### config.mk
export PLATFORM = sky130hd
export DESIGN_NAME = branch_resolve_unit
export DESIGN_NICKNAME = d
export VERILOG_FILES = /design/src/rtl/branch_resolve_unit.sv
export SDC_FILE = /design/constraint.sdc
export NUM_CORES = 1
export LEC_CHECK = 0
export ABC_AREA = 1
export CORE_ASPECT_RATIO = 0.9
export CORE_MARGIN = 1.5
export CORE_UTILIZATION = 25
export DETAILED_ROUTE_END_ITERATION = 16
export PLACE_DENSITY = 0.5
export SYNTH_ARGS = -nofsm -noshare
export SYNTH_HDL_FRONTEND = slang
export SYNTH_SLANG_ARGS = --single-unit
### constraint.sdc
create_clock -name clk -period 2.89 [get_ports clk]
set_clock_uncertainty 0.2 [all_clocks]
set_input_delay 0.4335 -clock clk [delete_from_list [all_inputs] [get_ports clk]]
set_output_delay 0.4335 -clock clk [all_outputs]
set_load 0.02 [all_outputs]
### src/rtl/branch_resolve_unit.sv
// Multi-cycle branch resolver: compares rs1/rs2 CHUNK bits per cycle,
// MSB chunk first, and returns eq/lt/taken/illegal over valid/ready.
//
// Ports:
//   clk, rst_n          clock, async active-low reset
//   flush               synchronous abort of any in-flight op
//   in_valid/in_ready   request handshake (rs1, rs2, funct3)
//   out_valid/out_ready result handshake (br_eq, br_lt, br_taken,
//                       br_illegal)
module branch_resolve_unit #(
  parameter int XLEN       = 32,
  parameter int CHUNK      = 8,
  parameter int EARLY_EXIT = 0
) (
  input  logic            clk,
  input  logic            rst_n,
  input  logic            flush,
  input  logic            in_valid,
  output logic            in_ready,
  input  logic [XLEN-1:0] rs1,
  input  logic [XLEN-1:0] rs2,
  input  logic [2:0]      funct3,
  output logic            out_valid,
  input  logic            out_ready,
  output logic            br_eq,
  output logic            br_lt,
  output logic            br_taken,
  output logic            br_illegal
);

  localparam int NCHUNK = XLEN / CHUNK;
  localparam int CW     = (NCHUNK > 1) ? $clog2(NCHUNK) : 1;
  localparam int NSLOT  = 1 << CW;
  localparam logic [CW-1:0] CNT_TOP = CW'(NCHUNK - 1);

  typedef enum logic [1:0] {
    S_IDLE,
    S_CMP,
    S_DONE
  } state_e;

  state_e          state_q, state_d;
  logic [XLEN-1:0] a_q, a_d;
  logic [XLEN-1:0] b_q, b_d;
  logic [2:0]      f3_q, f3_d;
  logic [CW-1:0]   cnt_q, cnt_d;
  logic            dec_q, dec_d;
  logic            lt_q, lt_d;
  logic            in_ready_q, in_ready_d;
  logic            out_valid_q, out_valid_d;
  logic            eq_o_q, eq_o_d;
  logic            lt_o_q, lt_o_d;
  logic            tk_o_q, tk_o_d;
  logic            il_o_q, il_o_d;

  // Chunk views padded to a power of two so cnt_q indexes
  // without a width mismatch; padding slots are never selected.
  logic [CHUNK-1:0] a_ch [NSLOT];
  logic [CHUNK-1:0] b_ch [NSLOT];

  for (genvar g = 0; g < NSLOT; g++) begin : g_ch
    if (g < NCHUNK) begin : g_real
      assign a_ch[g] = a_q[g*CHUNK +: CHUNK];
      assign b_ch[g] = b_q[g*CHUNK +: CHUNK];
    end else begin : g_pad
      assign a_ch[g] = '0;
      assign b_ch[g] = '0;
    end
  end

  logic [CHUNK-1:0] a_cur;
  logic [CHUNK-1:0] b_cur;
  logic             diff;
  logic             dec_nx;
  logic             lt_nx;
  logic             last;
  logic             sgn;

  assign a_cur  = a_ch[cnt_q];
  assign b_cur  = b_ch[cnt_q];
  assign diff   = (a_cur != b_cur);
  assign dec_nx = dec_q | diff;
  // Only the most significant differing chunk decides lt.
  assign lt_nx  = dec_q ? lt_q : (diff && (a_cur < b_cur));
  assign last   = (cnt_q == '0) ||
                  ((EARLY_EXIT != 0) && diff);
  assign sgn    = (funct3[2:1] == 2'b10);

  function automatic logic taken_f(
    input logic [2:0] f,
    input logic       eq,
    input logic       lt
  );
    logic t;
    t = 1'b0;
    unique case (1'b1)
      f == 3'b000:                  t = eq;
      f == 3'b001:                  t = !eq;
      f == 3'b100, f == 3'b110:     t = lt;
      f == 3'b101, f == 3'b111:     t = !lt;
      default:                      t = 1'b0;
    endcase
    return t;
  endfunction

  always_comb begin
    state_d     = state_q;
    a_d         = a_q;
    b_d         = b_q;
    f3_d        = f3_q;
    cnt_d       = cnt_q;
    dec_d       = dec_q;
    lt_d        = lt_q;
    in_ready_d  = in_ready_q;
    out_valid_d = out_valid_q;
    eq_o_d      = eq_o_q;
    lt_o_d      = lt_o_q;
    tk_o_d      = tk_o_q;
    il_o_d      = il_o_q;

    if (flush) begin
      state_d     = S_IDLE;
      in_ready_d  = 1'b1;
      out_valid_d = 1'b0;
    end else begin
      case (state_q)
        S_IDLE: begin
          if (in_valid && in_ready_q) begin
            // Flipping the sign bits maps signed order
            // onto unsigned order.
            a_d = rs1;
            b_d = rs2;
            a_d[XLEN-1] = rs1[XLEN-1] ^ sgn;
            b_d[XLEN-1] = rs2[XLEN-1] ^ sgn;
            f3_d       = funct3;
            cnt_d      = CNT_TOP;
            dec_d      = 1'b0;
            lt_d       = 1'b0;
            in_ready_d = 1'b0;
            state_d    = S_CMP;
          end
        end
        S_CMP: begin
          dec_d = dec_nx;
          lt_d  = lt_nx;
          if (last) begin
            state_d     = S_DONE;
            out_valid_d = 1'b1;
            eq_o_d      = !dec_nx;
            lt_o_d      = lt_nx;
            tk_o_d      = taken_f(f3_q, !dec_nx, lt_nx);
            il_o_d      = (f3_q[2:1] == 2'b01);
          end else begin
            cnt_d = cnt_q - 1'b1;
          end
        end
        S_DONE: begin
          if (out_ready) begin
            state_d     = S_IDLE;
            out_valid_d = 1'b0;
            in_ready_d  = 1'b1;
          end
        end
        default: begin
          state_d     = S_IDLE;
          out_valid_d = 1'b0;
          in_ready_d  = 1'b1;
        end
      endcase
    end
  end

  always_ff @(posedge clk or negedge rst_n) begin
    if (!rst_n) begin
      state_q     <= S_IDLE;
      a_q         <= '0;
      b_q         <= '0;
      f3_q        <= '0;
      cnt_q       <= CNT_TOP;
      dec_q       <= 1'b0;
      lt_q        <= 1'b0;
      in_ready_q  <= 1'b1;
      out_valid_q <= 1'b0;
      eq_o_q      <= 1'b0;
      lt_o_q      <= 1'b0;
      tk_o_q      <= 1'b0;
      il_o_q      <= 1'b0;
    end else begin
      state_q     <= state_d;
      a_q         <= a_d;
      b_q         <= b_d;
      f3_q        <= f3_d;
      cnt_q       <= cnt_d;
      dec_q       <= dec_d;
      lt_q        <= lt_d;
      in_ready_q  <= in_ready_d;
      out_valid_q <= out_valid_d;
      eq_o_q      <= eq_o_d;
      lt_o_q      <= lt_o_d;
      tk_o_q      <= tk_o_d;
      il_o_q      <= il_o_d;
    end
  end

  assign in_ready   = in_ready_q;
  assign out_valid  = out_valid_q;
  assign br_eq      = eq_o_q;
  assign br_lt      = lt_o_q;
  assign br_taken   = tk_o_q;
  assign br_illegal = il_o_q;

endmodule

# Word level (Yosys, flattened, before mapping)
# Cells that the tools add are included.
[totals]
reg_bits = 79
in_bits = 72
out_inout_bits = 6
word_cells = 81
[classes]
n_reduce_logical = 17
magnitude_cmp = 2
n_mux = 26
bitwise = 5
n_eq_ne = 17
n_addsub = 1
[ops]
columns = ["operator", "count"]
rows = [
  ["$bmux W8 S2", 2],
  ["$mux W8", 4],
  ["$reduce_and A3 Y1", 6],
  ["$eq A3 B3 Y1 const B", 4],
  ["$mux W2", 6],
  ["$ne A3 B3 Y1 const B", 3],
  ["$lt A8 B8 Y1", 1],
  ["$ne A2 B2 Y1 const B", 4],
  ["$ne A8 B8 Y1", 1],
  ["$mux W1", 7],
  ["$pmux W1 S3", 2],
  ["$pmux W2 S3", 1],
  ["$eq A2 B1 Y1 const B", 2],
  ["$eq A2 B2 Y1 const B", 2],
  ["$logic_not A2 Y1", 2],
  ["$pmux W1 S2", 2],
  ["$pmux W1 S4", 1],
  ["$pmux W2 S2", 1],
  ["$reduce_and A4 Y1", 1],
  ["$reduce_or A2 Y1", 2],
  ["$eq A3 B1 Y1 const B", 1],
  ["$ge A3 B3 Y1 const B", 1],
  ["$logic_not A3 Y1", 1],
  ["$not A2 Y3", 1],
  ["7 further kinds", 10],
]

# Depth between registers and ports, before layout
# Gate-level depths: netlist of the first run.
[logic_depth]
depth_word = 9
depth_mapped = 18
mapped_depth_nobuf = 16

# Worst setup path after synthesis of the first run
# No wires, ideal clock.
[synth_timing]
path_kind = "register to register"
startpoint = "reg cnt_q[1]"
endpoint = "reg tk_o_q (netlist: br_taken)"
path_stages_with_launch = 15
required_time_ns = 2.573
n_path_buf = 2
setup_slack_ns = 0.367
setup_time_ns = 0.117
synth_period_minus_slack_ns = 2.523
arrival_ns = 2.206
path_cell_list = "dfstp_2 > clkbuf_1 > inv_2 > clkbuf_1 > a32o_1 > ha_1 > nand2_1 > nor2_1 > nand2_1 > nor2_1 > nand2_1 > nand3_1 > nand3_1 > nand2_1 > nand2_1"
[synth_via]
elab_chain_len = 9
word_cells_on_any_way = 17
classes_between = "1 x order compare; 1 x eq/ne; 8 x mux; 2 x bitwise; 5 x reduce/logical"
[synth_lines]
columns = ["item", "line_no", "source"]
rows = [
  ["from (decl)", "46", "logic [CW-1:0] cnt_q, cnt_d;"],
  ["from (signal assigned)", "193", "cnt_q <= cnt_d;"],
  ["$not A2 Y3 (implied by the code)", "79, 80", ""],
  ["$bmux W8 S2 (on tied branches)", "79, 80", ""],
  ["$mux W8 (on tied branches) (2 in a row)", "79, 80", ""],
  ["$lt A8 B8 Y1 / $ne A8 B8 Y1 (equally long branches)", "84, 81", ""],
  ["$logic_and A1 B1 Y1", "84", "assign lt_nx = dec_q ? lt_q : (diff && (a_cur < b_cur));"],
  ["$mux W1", "84", ""],
  ["$logic_not A1 Y1", "100", "f == 3'b101, f == 3'b111: t = !lt;"],
  ["$pmux W1 S4", "96", "unique case (1'b1)"],
  ["to (signal assigned)", "200", "tk_o_q <= tk_o_d;"],
  ["to (decl)", "53", "logic tk_o_q, tk_o_d;"],
]
# Parallel ways exist; a longest one is shown, timed or not. The select of a mux whose other input is x is not followed.
# A chain may end at the register's enable or synchronous reset.

# Worst setup path in the final report of the first run
[layout_timing]
startpoint = "reg cnt_q[0]"
endpoint = "reg tk_o_q (netlist: br_taken)"
# The elaborated chain is that of the path after synthesis.

==> impl_table.tex, run 1 <==
\begin{tabular}{lr}
\hline
Metric & Value \\
\hline
\multicolumn{2}{l}{\textbf{Power}} \\
\quad Power Dens Cells & 976 mW/mm\^{}2 \\
\quad Leakage dissipation & 0.00245 uW \\
\quad Internal Power & 3110 uW \\
\quad Power spent charging and discharging nets & 1800 uW \\
\quad Switching share of total power & 36.7\% \\
\quad Part of the total power dissipated in sequential elements & 38.3\% \\
\quad Worst IR Drop VDD & 0.510 mV \\
\quad Relative contribution of the clock network to total power & 24.3\% \\
\quad Portion of total power attributed to combinational logic & 37.3\% \\
\multicolumn{2}{l}{\textbf{Logic synthesis}} \\
\quad Area share of the largest cell type after synthesis & 50.3\% \\
\quad Flip-flop cell with the highest count after synthesis & sky130\_fd\_sc\_hd\_\_dfrtp\_1 \\
\quad \#FFs+latches synth & 79 \\
\quad Nets in the synthesized netlist & 561 \\
\quad Count of warnings emitted by yosys & 0 \\
\quad Post-Synthesis Cell Area & 0.00378 sq mm \\
\quad Synth top cells by count & sky130\_fd\_sc\_hd\_\_nand2\_1, sky130\_fd\_sc\_hd\_\_dfrtp\_1, sky130\_fd\_sc\_hd\_\_o21ai\_0 \\
\quad Cells after synthesis & 480 \\
\quad Number of different library cells in the post-synthesis netlist & 26 \\
\quad Top cells by area, synth & sky130\_fd\_sc\_hd\_\_dfrtp\_1, sky130\_fd\_sc\_hd\_\_nand2\_1, sky130\_fd\_sc\_hd\_\_o21ai\_0 \\
\quad Count of flip-flops with a built-in enable after synthesis & 0 \\
\quad Async set-or-reset flop fraction in the synthesized netlist & 100\% \\
\quad Synth Area per Inst & 7.88 sq um \\
\quad Proportion of synthesized chip area in sequential cells & 52.3\% \\
\quad Synth area leader & sky130\_fd\_sc\_hd\_\_dfrtp\_1 \\
\quad Most numerous cell in the Yosys netlist & sky130\_fd\_sc\_hd\_\_nand2\_1 \\
\multicolumn{2}{l}{\textbf{Run status}} \\
\quad Result of the run & completed \\
\multicolumn{2}{l}{\textbf{Worst setup path}} \\
\quad Buf/Inv on CP & 1 \\
\quad Peak fanout along the critical path & 31 \\
\quad Most repeated library cell on the critical path & sky130\_fd\_sc\_hd\_\_nand2\_1 \\
\quad Reg2Reg Capture Point & br\_taken \\
\quad Worst setup path startpoint & cnt\_q[0] \\
\quad Maximum cell stage delay along the critical path & 0.53 ns \\
\quad Reg-to-reg slack, setup & 0.28 ns \\
\quad Critical R2R Launch & cnt\_q[0] \\
\quad Startpoint Class & register \\
\quad CP top delay family & simple AND/OR/NAND/NOR gates \\
\quad Path type of the worst setup path & register to register \\
\quad Count of cells along the worst register-to-register path & 15 \\
\quad Number of logic stages on the critical path including buffering & 15 \\
\quad Critical-path cell list & buf\_4 -> nand2\_1 -> a32o\_1 -> ha\_1 -> nand2\_1 -> nor2\_1 -> nand2\_1 -> nand2\_1 -> nor2\_1 -> nand2\_1 -> nand2\_1 -> nand2\_1 -> nand3\_1 -> nand2\_1 -> nand2\_1 \\
\quad Arrival time of the worst setup path & 2.64 ns \\
\quad Critical path capture point type & register \\
\quad Data required time at the worst endpoint & 2.92 ns \\
\quad Slowest cell on the critical path & sky130\_fd\_sc\_hd\_\_dfstp\_2 \\
\quad Endpoint of the most critical setup path & br\_taken \\
\multicolumn{2}{l}{\textbf{Floorplan}} \\
\quad Area of the die & 0.0159 sq mm \\
\quad Height of the chip & 120 microns \\
\quad Top-Level Pins & 78 \\
\quad Initial core utilization & 25.6\% \\
\quad Standard-cell rows & 42 \\
\quad Core region area & 0.0148 sq mm \\
\quad Die Span X & 133 microns \\
\multicolumn{2}{l}{\textbf{STA}} \\
\quad Final setup TNS & 0 ns \\
\quad Worst slew pin tran & 0.993 ns \\
\quad Count of endpoints failing hold in the final timing report & 0 \\
\quad Final hold slack & 0.0469 ns \\
\quad \# setup viols final & 0 \\
\quad Max-slew headroom at the worst pin & 33.8\% \\
\quad Setup repair after global routing missed its margin & no \\
\quad Number of pins with negative max-slew slack in the final report & 0 \\
\quad Final worst-path cycle share & 90.3\% \\
\quad Fmax & 383 MHz \\
\quad Final worst path period need & 2.61 ns \\
\multicolumn{2}{l}{\textbf{Final layout}} \\
\quad Antenna fix cells & 0 \\
\quad Layout net count & 632 \\
\quad Ratio of cells with drive above 1 in the final layout & 5.77\% \\
\quad Syn-to-layout area delta & 32.9\% \\
\quad Non-Filler Cell Area, Final & 0.00503 sq mm \\
\quad Final core occ & 34.1\% \\
\quad Finished Layout Cells & 753 \\
\multicolumn{2}{l}{\textbf{Detailed routing}} \\
\quad Number of vias in the routed layout & 3236 \\
\quad Initial detailed-routing violation count & 238 \\
\quad Number of search-and-repair iterations in the first detailed-routing pass & 4 \\
\quad Number of DRC violations after detailed routing & 0 \\
\quad Vias per std cell & 4.30 \\
\quad Number of antenna-violating nets in the routed design & 0 \\
\quad Average wire per standard cell & 12.8 microns \\
\quad Wire length reported by the detailed router & 9660 microns \\
\multicolumn{2}{l}{\textbf{Global routing}} \\
\quad Wire length of the first global-routing pass & 16200 microns \\
\quad Number of antenna violations at the first check in global routing & 0 \\
\quad Vias in the first global route & 3229 \\
\quad Gr usage total & 13.1\% \\
\quad Total gr overflow & 0 \\
\quad Pin count of the biggest net entering global routing & 80 \\
\multicolumn{2}{l}{\textbf{Clock tree}} \\
\quad H-tree levels & 3 \\
\quad Number of cells upsized or downsized after cts & 0 \\
\quad Clock input transition at the sequential cells of the worst setup and hold paths & 0.06 ns \\
\quad Clock root buffer master & sky130\_fd\_sc\_hd\_\_clkbuf\_16 \\
\quad Buffer depth of the longest clock path & 2 \\
\quad Cts bufs inserted & 9 \\
\quad Clock Sinks & 79 \\
\quad Skew-Pair Late Insertion Delay & 0.34 ns \\
\quad TritonCTS clock tree & yes \\
\quad Number of hold-repair buffers added at the cts stage & 0 \\
\quad Number of setup buffers added after CTS & 0 \\
\multicolumn{2}{l}{\textbf{Placed design}} \\
\quad Number of port buffers & 77 \\
\quad Detailed placement HPWL & 7180 microns \\
\quad Gpl congestion & 0.806 \\
\quad Total placed instance area & 0.00472 sq mm \\
\quad Post-Place Cells & 738 \\
\multicolumn{2}{l}{\textbf{Run}} \\
\quad Max Cap Violations & 0 \\
\multicolumn{2}{l}{\textbf{Hold path}} \\
\quad Min-delay worst type & input port to async pin \\
\hline
\end{tabular}
[placed cells by master (no fill, tap or decap), types with 2 or more instances in the layout]
master,count
sky130_fd_sc_hd__nand2_1,249
sky130_fd_sc_hd__dfrtp_1,76
sky130_fd_sc_hd__clkdlybuf4s50_1,76
sky130_fd_sc_hd__o21ai_0,30
sky130_fd_sc_hd__nor2_1,29
sky130_fd_sc_hd__inv_1,14
sky130_fd_sc_hd__a21oi_1,12
sky130_fd_sc_hd__ha_1,9
sky130_fd_sc_hd__clkbuf_16,9
sky130_fd_sc_hd__o22ai_1,8
sky130_fd_sc_hd__a32o_1,7
sky130_fd_sc_hd__nand3_1,6
sky130_fd_sc_hd__buf_4,6
sky130_fd_sc_hd__inv_2,4
sky130_fd_sc_hd__dfstp_2,3
sky130_fd_sc_hd__nor2_4,2
sky130_fd_sc_hd__clkinv_2,2
sky130_fd_sc_hd__bufinv_16,2
[state kept, by name (all words and copies together) (netlist names), 2 cells and up]
signal	count
a_q	32
state_q	2
f3_q	3
b_q	32
cnt_q	2
[per-stage QoR]
stage / power (uW) / setup slack (ns)
2_1_floorplan: 3130 / 0.367
3_3_place_gp: 3710 / 0.349
3_5_place_dp: 3750 / 0.298
4_1_cts: 4980 / 0.281
5_1_grt: 5350 / 0.0513
6_report: 4910 / 0.279
[final cells by class]
cell class | count | area [sq um]
clock buffers | 11 | 243
inverters | 19 | 71.3
repair buffers | 83 | 826
multi-input cells | 359 | 1590
flip-flops and latches | 79 | 1980
fillers | 1579 | 9740
clock inverters | 4 | 70.1
well taps | 198 | 248
[power by group through the flow]
stage / clock [uW] / sequential (uW) / combinational, uW
after floorplan: 0 / 1790 / 1340
after global placement: 0 / 1900 / 1810
after detailed placement: 0 / 1900 / 1850
after CTS: 1230 / 1890 / 1860
after global routing: 1270 / 1940 / 2130
final: 1200 / 1880 / 1830
[worst min-delay path by stage]
stage | from | endpoint | slack [ns]
floorplan | rst_n | a_q[0] | -0.06
global placement | a_q[18] | a_q[18] | 0.26
detailed placement | b_q[16] | b_q[16] | 0.26
CTS | rst_n | b_q[31] | 0.10
global route | rst_n | out_valid | 0.15
finish | rst_n | out_valid | 0.05
[cells by family (layout without fill, tap and decap cells)]
kind of cell	after synthesis	in the layout	share of synthesized area [%]
DFF	79	79	52.3
adders and majority gates	9	9	2.98
and+or+nand+nor	288	288	29.3
buffers and inverters	42	117	5.59
xor gates and xnor gates	2	2	0.463
AOI/OAI and AO/OA	60	60	9.33
[metal layers]
metal | routed length [microns] | global-route usage, %
met5 | 0 | 0
met4 | 171 | 5.15
met3 | 464 | 3.21
met2 | 4210 | 19.6
met1 | 4810 | 18.4
Power figures use the tool's default switching activity.
==> run 2, diff against run 1 <==
GPL_TIMING_DRIVEN = 1   (was not set)
PLACE_DENSITY = 0.44   (was 0.5)
==> impl_table.tex, run 2 (synthesized netlist as in run 1, its figures left out) <==
\begin{tabular}{lr}
\hline
Metric & Value \\
\hline
\multicolumn{2}{l}{\textbf{Worst setup path}} \\
\quad Startpoint Class & register \\
\quad Critical R2R Launch & cnt\_q[1] \\
\quad Data required time at the worst endpoint & 2.92 ns (about the same) \\
\quad Worst setup path startpoint & cnt\_q[1] \\
\quad Arrival time of the worst setup path & 2.65 ns (about the same) \\
\quad Critical path capture point type & register \\
\quad Path type of the worst setup path & register to register \\
\quad Reg-to-reg slack, setup & 0.27 ns (about the same) \\
\quad Peak fanout along the critical path & 25 (-19\%) \\
\multicolumn{2}{l}{\textbf{STA}} \\
\quad Worst slew pin tran & 1.01 ns (+0.0168 ns) \\
\quad Number of pins with negative max-slew slack in the final report & 0 (unchanged) \\
\quad Final worst path period need & 2.62 ns (+0.00924 ns) \\
\quad \# setup viols final & 0 (unchanged) \\
\quad Final worst-path cycle share & 90.7\% (+0.32 points) \\
\quad Final hold slack & 0.0470 ns (+0.000126 ns) \\
\quad Fmax & 382 MHz (-0.35\%) \\
\quad Post-route setup slack & 0.270 ns (-0.00924 ns) \\
\quad Final setup TNS & 0 ns (unchanged) \\
\quad Count of endpoints failing hold in the final timing report & 0 (unchanged) \\
\quad Max-slew headroom at the worst pin & 32.7\% (-1.1 points) \\
\quad Setup repair after global routing missed its margin & no \\
\multicolumn{2}{l}{\textbf{Final layout}} \\
\quad Most common cell after layout, fill and taps aside & sky130\_fd\_sc\_hd\_\_nand2\_1 \\
\quad Layout net count & 632 (unchanged) \\
\quad Antenna fix cells & 0 (unchanged) \\
\quad Finished Layout Cells & 754 (+0.13\%) \\
\quad Leading registers by flop count & a\_q (32), b\_q (32), f3\_q (3) \\
\quad Count of fill cells added during filler insertion & 1532 (-3.0\%) \\
\quad Commonest cells after routing, fill and taps aside & sky130\_fd\_sc\_hd\_\_nand2\_1, sky130\_fd\_sc\_hd\_\_dfrtp\_1, sky130\_fd\_sc\_hd\_\_clkdlybuf4s50\_1, sky130\_fd\_sc\_hd\_\_o21ai\_0, sky130\_fd\_sc\_hd\_\_nor2\_1 \\
\quad Syn-to-layout area delta & 33.3\% \\
\quad Ratio of cells with drive above 1 in the final layout & 5.76\% (-0.010 points) \\
\multicolumn{2}{l}{\textbf{Detailed routing}} \\
\quad Number of antenna-violating nets in the routed design & 0 (unchanged) \\
\quad Number of DRC violations after detailed routing & 0 (unchanged) \\
\quad Number of search-and-repair iterations in the first detailed-routing pass & 4 (unchanged) \\
\quad Vias per std cell & 4.21 (-2.0\%) \\
\quad Average wire per standard cell & 13.2 microns (+2.7\%) \\
\quad Initial detailed-routing violation count & 204 (-14\%) \\
\quad Number of vias in the routed layout & 3176 (-1.9\%) \\
\quad Wire length reported by the detailed router & 9930 microns (+2.8\%) \\
\multicolumn{2}{l}{\textbf{Placed design}} \\
\quad Gpl congestion & 0.810 (+0.55\%) \\
\quad Number of port buffers & 77 (unchanged) \\
\quad Pre-CTS setup slack & 0.297 ns (-0.000385 ns) \\
\quad Post-Place Cells & 738 (unchanged) \\
\quad Detailed placement HPWL & 7120 microns (-0.87\%) \\
\multicolumn{2}{l}{\textbf{Global routing}} \\
\quad Vias in the first global route & 3322 (+2.9\%) \\
\quad Gr usage total & 13.7\% (+0.54 points) \\
\quad Total gr overflow & 0 (unchanged) \\
\quad Wire length of the first global-routing pass & 16800 microns (+3.9\%) \\
\quad Number of antenna violations at the first check in global routing & 0 (unchanged) \\
\quad Pin count of the biggest net entering global routing & 80 (unchanged) \\
\multicolumn{2}{l}{\textbf{Power}} \\
\quad Worst IR Drop VDD & 0.377 mV (-26\%) \\
\quad Leakage dissipation & 0.00246 uW (+0.18\%) \\
\quad Power Dens Cells & 981 mW/mm\^{}2 (+0.47\%) \\
\quad Total Power Consumption & 4950 uW (+0.72\%) \\
\multicolumn{2}{l}{\textbf{Clock tree}} \\
\quad Clock input transition at the sequential cells of the worst setup and hold paths & 0.06 ns (about the same) \\
\quad Buffer depth of the longest clock path & 2 (unchanged) \\
\quad Clock root buffer master & sky130\_fd\_sc\_hd\_\_clkbuf\_16 \\
\quad Number of hold-repair buffers added at the cts stage & 0 (unchanged) \\
\quad H-tree levels & 3 (unchanged) \\
\quad Number of cells upsized or downsized after cts & 0 (unchanged) \\
\quad TritonCTS clock tree & yes \\
\quad Cts bufs inserted & 9 (unchanged) \\
\quad Skew-Pair Late Insertion Delay & 0.34 ns (about the same) \\
\quad Number of setup buffers added after CTS & 0 (unchanged) \\
\quad Clock Sinks & 79 (unchanged) \\
\multicolumn{2}{l}{\textbf{Floorplan}} \\
\quad Area of the die & 0.0159 sq mm (unchanged) \\
\quad Initial core utilization & 25.6\% (unchanged) \\
\quad Height of the chip & 120 microns (unchanged) \\
\quad Core region area & 0.0148 sq mm (unchanged) \\
\quad Standard-cell rows & 42 (unchanged) \\
\quad Die Span X & 133 microns (unchanged) \\
\quad Top-Level Pins & 78 (unchanged) \\
\multicolumn{2}{l}{\textbf{Run status}} \\
\quad Result of the run & completed \\
\multicolumn{2}{l}{\textbf{Hold path}} \\
\quad Min-delay worst type & input port to async pin \\
\multicolumn{2}{l}{\textbf{Run}} \\
\quad Max Cap Violations & 0 (unchanged) \\
\hline
\end{tabular}
==> run 2: changes by cell type in the layout (fill, tap and decap cells not counted) <==
cell / before / now
sky130_fd_sc_hd__clkbuf_1: 1 / 2
sky130_fd_sc_hd__clkinv_2: 2 / 1
sky130_fd_sc_hd__clkbuf_8: 1 / 2
==> run 2: stage by stage <==
stage                     area (sq um)  utilization, %
after detailed placement          4720            31.9
after floorplan                   3780               -
after CTS                         5040            34.1
after global placement            4720            31.9
final                             5040            34.1
after global routing              5040            34.1
==> run 2: worst max-delay path: stages, from the launching register on <==
cell and delay [ns]:
sky130_fd_sc_hd__dfstp_2 0.65, sky130_fd_sc_hd__inv_2 0.22, sky130_fd_sc_hd__a32o_1 0.34, sky130_fd_sc_hd__ha_1 0.30, sky130_fd_sc_hd__nand2_1 0.07, sky130_fd_sc_hd__nor2_1 0.12, sky130_fd_sc_hd__nand2_1 0.11, sky130_fd_sc_hd__nand2_1 0.07
sky130_fd_sc_hd__nor2_1 0.04, sky130_fd_sc_hd__nand2_1 0.09, sky130_fd_sc_hd__nand2_1 0.07, sky130_fd_sc_hd__nand2_1 0.06, sky130_fd_sc_hd__nand3_1 0.06, sky130_fd_sc_hd__nand2_1 0.06, sky130_fd_sc_hd__nand2_1 0.05
==> run 2: area by class of cell <==
type | count | area [sq um] | area share, %
timing repair buffer | 83 | 826 | 16.4
sequential | 79 | 1980 | 39.3
clock inverter | 3 | 65.1 | 1.29
multi-input combinational | 359 | 1590 | 31.6
tap | 198 | 248 | 4.91
inverter | 19 | 71.3 | 1.41
clock buffer | 13 | 260 | 5.16
==> run 2: final timing paths <==
kind,cells after the start,end
setup reg to reg,14,br_taken
max in group asynchronous,1,b_q[4]
min in group clk,2,b_q[11]
hold reg to reg,2,b_q[11]
setup / recovery,14,br_taken
hold / removal,1,state_q[1]
==> run 2: routing by layer <==
metal	part of all wire (%)	up-vias	track usage [%]
met2	44	67	20.7
met5	0	-	0
met1	49	1440	18.4
met3	5.4	11	4.52
li1	-	1658	-
met4	1.6	0	4.67
==> run 2: where the power goes <==
| group | switching, uW | internal [uW] | total, uW |
|---|---|---|---|
| clock network | 440 | 803 | 1240 |
| logic | 1060 | 768 | 1830 |
| registers | 312 | 1560 | 1870 |
